--- src/rtl/bilheteria_recarga.sv ---
// Fare-machine credit side: takes coins, sells passes to card 1/2, hands loads to the
// turnstile over valid/ready and pays leftover credit as change pulses. Refund: BILHETERIA_CANCELA_EN.
module bilheteria_recarga #(
    parameter int PRECO     = 2,
    parameter int MAX_SALDO = 15
) (
    input  logic       clk_2,
    input  logic       reset,
    input  logic [1:0] moeda,
    input  logic       sel_cartao,
    input  logic [1:0] qtd,
    input  logic       confirma,
    input  logic       cancela,
    output logic       carga_valid,
    input  logic       carga_ready,
    output logic       carga_cartao,
    output logic [1:0] carga_qtd,
    output logic       troco,
    output logic [3:0] saldo,
    output logic [1:0] estado_dbg,
    output logic       erro
);

    typedef enum logic [1:0] {
        OCIOSO     = 2'd0,
        PAGANDO    = 2'd1,
        CARREGANDO = 2'd2,
        TROCO      = 2'd3
    } estado_t;

    estado_t    estado, estado_next;
    logic [3:0] saldo_next;
    logic       cartao_next;
    logic [1:0] qtd_next;
    logic       erro_next;
    logic       valid_next;

    logic [4:0] valor;
    logic [4:0] soma;
    logic [4:0] custo;
    logic       tem_moeda;

    function automatic logic [4:0] valor_moeda(input logic [1:0] m);
        case (m)
            2'b01:   return 5'd1;
            2'b10:   return 5'd2;
            2'b11:   return 5'd5;
            default: return 5'd0;
        endcase
    endfunction

    // Sum kept 5 bits wide so an overflowing coin is visible before it is accepted.
    assign valor     = valor_moeda(moeda);
    assign soma      = {1'b0, saldo} + valor;
    assign custo     = 5'(qtd) * 5'(PRECO);
    assign tem_moeda = (moeda != 2'b00);

    // NOTE: every output of this block gets a default first, so no path can infer a latch.
    always_comb begin
        estado_next = estado;
        saldo_next  = saldo;
        cartao_next = carga_cartao;
        qtd_next    = carga_qtd;
        erro_next   = 1'b0;

        case (estado)
            OCIOSO: begin
                if (tem_moeda) begin
                    saldo_next  = soma[3:0];
                    estado_next = PAGANDO;
                end
            end

            PAGANDO: begin
`ifdef BILHETERIA_CANCELA_EN
                if (cancela) begin
                    estado_next = TROCO;
                    erro_next   = tem_moeda;
                end else
`endif
                if (confirma) begin
                    // A coin arriving with confirma is refused; the sale uses pre-coin credit.
                    erro_next = tem_moeda;
                    if (qtd != 2'd0 && {1'b0, saldo} >= custo) begin
                        cartao_next = sel_cartao;
                        qtd_next    = qtd;
                        saldo_next  = saldo - custo[3:0];
                        estado_next = CARREGANDO;
                    end else begin
                        erro_next = 1'b1;
                    end
                end else if (tem_moeda) begin
                    if (soma > 5'(MAX_SALDO)) begin
                        erro_next = 1'b1;
                    end else begin
                        saldo_next = soma[3:0];
                    end
                end
            end

            CARREGANDO: begin
                erro_next = tem_moeda;
                if (carga_ready) begin
                    estado_next = (saldo != 4'd0) ? TROCO : OCIOSO;
                end
            end

            TROCO: begin
                erro_next  = tem_moeda;
                saldo_next = saldo - 4'd1;
                if (saldo == 4'd1) begin
                    estado_next = OCIOSO;
                end
            end

            default: estado_next = OCIOSO;
        endcase

        valid_next = (estado_next == CARREGANDO);
    end

    // NOTE: state registers use non-blocking assignments so every flop samples pre-edge values.
    always_ff @(posedge clk_2) begin
        if (reset) begin
            estado       <= OCIOSO;
            saldo        <= 4'd0;
            carga_valid  <= 1'b0;
            carga_cartao <= 1'b0;
            carga_qtd    <= 2'd0;
            erro         <= 1'b0;
        end else begin
            estado       <= estado_next;
            saldo        <= saldo_next;
            carga_valid  <= valid_next;
            carga_cartao <= cartao_next;
            carga_qtd    <= qtd_next;
            erro         <= erro_next;
        end
    end

    assign troco      = (estado == TROCO);
    assign estado_dbg = estado;

endmodule

--- config.mk ---
export PLATFORM = sky130hd
export DESIGN_NAME = bilheteria_recarga
export DESIGN_NICKNAME = d
export VERILOG_FILES = /design/src/rtl/bilheteria_recarga.sv
export SDC_FILE = /design/constraint.sdc
export NUM_CORES = 1
export LEC_CHECK = 0
export ABC_AREA = 1
export BUFFER_PORTS_ARGS = -buffer_cell sky130_fd_sc_hd__buf_2
export CORE_ASPECT_RATIO = 0.7
export CORE_MARGIN = 10
export CORE_UTILIZATION = 47
export CTS_BUF_LIST = sky130_fd_sc_hd__clkbuf_16
export DETAILED_ROUTE_END_ITERATION = 16
export GPL_TIMING_DRIVEN = 0
export PLACE_DENSITY = 0.74
export REMOVE_ABC_BUFFERS = 1
export SETUP_SLACK_MARGIN = 0.2
export SLEW_MARGIN = 20
export SYNTH_ARGS = -nofsm -noshare
export SYNTH_HDL_FRONTEND = slang
export SYNTH_SLANG_ARGS = --single-unit
--- constraint.sdc ---
create_clock -name clk_2 -period 1.85 [get_ports clk_2]
set_input_delay 0.555 -clock clk_2 [delete_from_list [all_inputs] [get_ports clk_2]]
set_output_delay 0.555 -clock clk_2 [all_outputs]
set_load 0.02 [all_outputs]
==> Word-level counts from Yosys, hierarchy flattened <==
Cells that the tools add are included.
{ "op_classes": {"add_sub_neg": 3, "shifts": 0, "div": 0, "bitwise": 0, "magnitude_cmp": 2, "multipliers": 0, "mux": 19, "eq_ne": 12, "reduce_logical": 9} }
{ "op_table": {"columns": ["op", "n"], "rows": [
  ["$mux 4", 5],
  ["$mux 2", 6],
  ["$pmux 4 s3", 1],
  ["$eq 2x2->1 const B", 5],
  ["$ne 3x3->1 const B", 3],
  ["$pmux 3 s3", 1],
  ["$pmux 2 s4", 1],
  ["$add 4x5->5", 1],
  ["$gt 5x4->1 const B", 1],
  ["$reduce_and 5->1", 1],
  ["$eq 2x1->1 const B", 2],
  ["$eq 4x1->1 const B", 1],
  ["$ge 4x3->1", 1],
  ["$mux 1", 4],
  ["$reduce_bool 2->1", 2],
  ["$reduce_bool 4->1", 1],
  ["$sub 4x1->4 const B", 1],
  ["$sub 4x3->4", 1],
  ["$reduce_and 3->1", 1],
  ["$reduce_bool 3->1", 1],
  ["$logic_not 2->1", 1],
  ["$ne 2x2->1 const B", 1],
  ["$pmux 1 s2", 1],
  ["$reduce_or 2->1", 1],
  ["$logic_and 1x1->1", 1]
]} }
{ "totals": {"latchBits": 0, "in_bits": 10, "out_inout_bits": 12, "mem_count": 0, "word_cells": 51, "ram_bits": 0, "ff_bits": 11, "rom_bits": 0} }

==> Depth between registers and ports, before layout <==
{ "logic_depth": {"ltp_word": 8, "depth_mapped": 12} }

==> Worst setup path before layout <==
No wires, ideal clock.
{ "synth_path": {"kind": "input to register", "startpoint": "input port moeda[0]", "endpoint": "register saldo[3]", "path_slack_ns": 0.003, "path_buffers": 1, "arrival_time_ns": 1.734, "stages": 12, "cell_sequence": "clkbuf_1 ha_1 inv_1 fa_1 inv_1 nand3_1 nand3_1 a21oi_4 nand2_1 nand2_1 nand2_1 nor2_1"} }
{ "synth_between": {"elab_chain_len": 7, "elab_cells_between_ends": 16, "cone_classes": "add/sub: 1; order compare: 1; eq/ne: 6; mux: 6; reduce/logical: 2"} }
{ "synth_lines": {"columns": ["element", "line", "source"], "rows": [
  ["start, declared", "9", "input logic [1:0] moeda,"],
  ["parallel branches: the longest is 7 deep, another holds $add 4x5->5", null, null],
  ["end signal, assigned", "133", "saldo <= saldo_next;"],
  ["end, declared", "19", "output logic [3:0] saldo,"]
]} }
Parallel ways; which one is timed is not known. The select of a mux whose other input is x is not followed.
A chain may end at the register's enable or synchronous reset.

==> Worst setup path in the final report <==
Ends and elaborated chain as after synthesis.

==> out/qor.yml <==
syn_area_um2: 931
vias: 1037
clk_path_buf_depth: 2
drc: 0
routed_wl_mm: 2.87
ant_nets: 0
synthMuxAreaShare_pct: 0
synthCells: 150
ys_seq_area_share_pct: 23.7
layout_commonest_cell: "nand2_1"
finalPower_mw: 1.51
synth_area_per_cell_um2: 6.21
n_antenna_cell: 0
cts-buffers-inserted: 3
powerDensity_mw_per_mm2: 1160
max_slew_margin_pct: 63.3
gr-total-overflow: 0
dp_hpwl_mm: 1.95
irDropWorstVdd_mv: 0.675
initial_core_util_pct: 49.8
layout_common_cells: "nand2_1 (39), nor2_1 (19), inv_1 (17), buf_2 (17), a21oi_1 (9)"
finalSetupViolations: 0
ys_seq_elements: 11
worst_slew_pin_slew_ns: 0.544
clock.fmax_ghz: 0.580
worst_path_max_delay_cell: "a21oi_4"
hp-class: "flip-flop to flip-flop"
whs_ns: 0.440
dieArea_mm2: 0.00419
worstSetupPathType: "primary input to flip-flop"
yosys.area_share.simple_pct: 37.1
fin_area_mm2: 0.00131
required_ns: 1.98
maxCapViolCount: 0
routedWlPerCell_um: 14.3
yosys.area.top_type: "dfxtp_1"
clk_pin_slew_ns: 0.04
io_pins: 22
highest_layer: "met4"
wl_met3_um: 201
layout-drive-gt1-share_pct: 36.3
slew_viol_final: 0
antenna_found_initial: 0
end_kind: "flip-flop"
met1_length_mm: 1.20
via_per_inst: 5.16
cts-root-buf: "clkbuf_16"
synthTopCellsByArea: "dfxtp_1 (24%), nand2_1 (17%), inv_1 (9.7%), ha_1 (9.4%), nor2_1 (8.5%)"
clk_latency_ns: 0.24
yosysWarnings: 0
crit_path_start_kind: "primary input"
finalWeightedCongestion: 0.841
path_cells: "buf_8, ha_4, inv_2, fa_2, inv_2, nand3_4, nand3_4, a21oi_4, nand2_2, nor2_1, nor2_1"
hold_buffers: 0
cellLeakagePower_nw: 0.698
grt.total_usage_pct: 13.5
status: "completed"
die_w_um: 73.2
period_share_pct: 93.2
die_h_um: 57.2
rows: 13
wl_met2_mm: 1.44
nets: 199
firstDrtPassIters: 4
grt_pass1_wl_mm: 4.62
synthAdderAreaFrac_pct: 13.7
synth_xor_area_share_pct: 1.88
finalCriticalPeriod_ns: 1.72
grt_pass1_vias: 1071
synth_top_area_share_pct: 23.7
final-hold-violation-count: 0
io_buffers: 20
rsz0062_at_grt: "true"
dpl_cell_area_mm2: 0.00104
cts_sinks: 11
critPathMaxStageDelay_ns: 0.27
synth_top_family_by_area: "simple AND/OR/NAND/NOR gates"
setup_tns_ns: 0
core_area_mm2: 0.00187
yosysUniqueCellTypes: 24
final_util_pct: 69.8
area_growth_syn_to_layout_pct: 40.2
tritoncts: "done"
cts_max_level: 1
first_iter_violations: 86
grt_max_degree: 11
cp.arrival_ns: 1.86
synth_compound_area_share_pct: 11.6
skew_ns: 0.00352
path_max_fanout: 7
cells in the mapped netlist (all sizes together):
master,instances
o21bai,1
or2,2
nor2,23
fa,2
nand2,43
dfxtp,11
o21ai,6
ha,7
nor3,1
xor2,1
inv,26
and2,1
nand3,11
xnor2,1
a21oi,11
nand4,1
buf,1
clkbuf,1
critical path: cells and delay by family:
| kind | cells | cell delay, ns |
|---|---|---|
| buffers and inverters | 3 | 0.22 |
| and+or+nand+nor | 5 | 0.42 |
| AOI/OAI and AO/OA | 1 | 0.27 |
| adders and majority gates | 2 | 0.38 |
power by group:
part	internal (mW)	switching [mW]	total [mW]
Sequential	0.291	0.0884	0.380
Combinational	0.295	0.432	0.728
Clock	0.287	0.117	0.403
Total	0.874	0.637	1.51
worst paths after layout:
check	start	to	slack, ns	cells past startpoint
hold reg to reg	carga_qtd[0]	carga_qtd[0]	0.44	2
hold / removal	carga_qtd[0]	carga_qtd[0]	0.44	2
setup reg to reg	saldo[1]	saldo[2]	0.16	9
setup / recovery	moeda[0]	saldo[3]	0.13	11
layout make-up:
| type | count | area (µm²) |
|---|---|---|
| inverter | 26 | 100 |
| fill | 153 | 566 |
| timing repair buffer | 27 | 183 |
| tap | 22 | 27.5 |
| clock buffer | 3 | 75.1 |
| sequential | 11 | 231 |
| multi-input combinational | 111 | 683 |
| clock inverter | 1 | 5.00 |
sequential cells by signal (all words and copies together), names as in the netlist:
| signal | flops |
|---|---|
| erro | 1 |
| estado_dbg | 2 |
| saldo | 4 |
| carga_qtd | 2 |
| carga_valid | 1 |
| carga_cartao | 1 |
stage by stage:
stage	setup WS (ns)	cells
detailed placement	-0.271	190
floorplan	0.0126	148
CTS	0.145	197
global route	0.0673	201
global placement	-0.198	190
finish	0.125	201
kinds of logic (layout without fill, tap and decap cells):
family	count (synthesis)	after routing
buffers and inverters	28	57
AND/OR/NAND/NOR	82	82
AO/OA/AOI/OAI	18	18
adder cells (fa/ha/maj)	9	9
XOR/XNOR	2	2
flip-flops	11	11
layer usage:
metal	track usage [%]	vias up
li1	-	523
met1	15.2	473
met2	23.5	35
met3	4.66	6
met4	3.78	0
met5	0	-
timing repair:
item / 4_1_cts / 5_1_grt
endpoints found under the setup margin: 9 / 12
buffers inserted: 3 / 4
pin swaps: 8 / 12
resized for setup: 23 / 18
endpoints found under the hold margin: 0 / 0
Note: power is estimated with default switching activity, not from simulation.
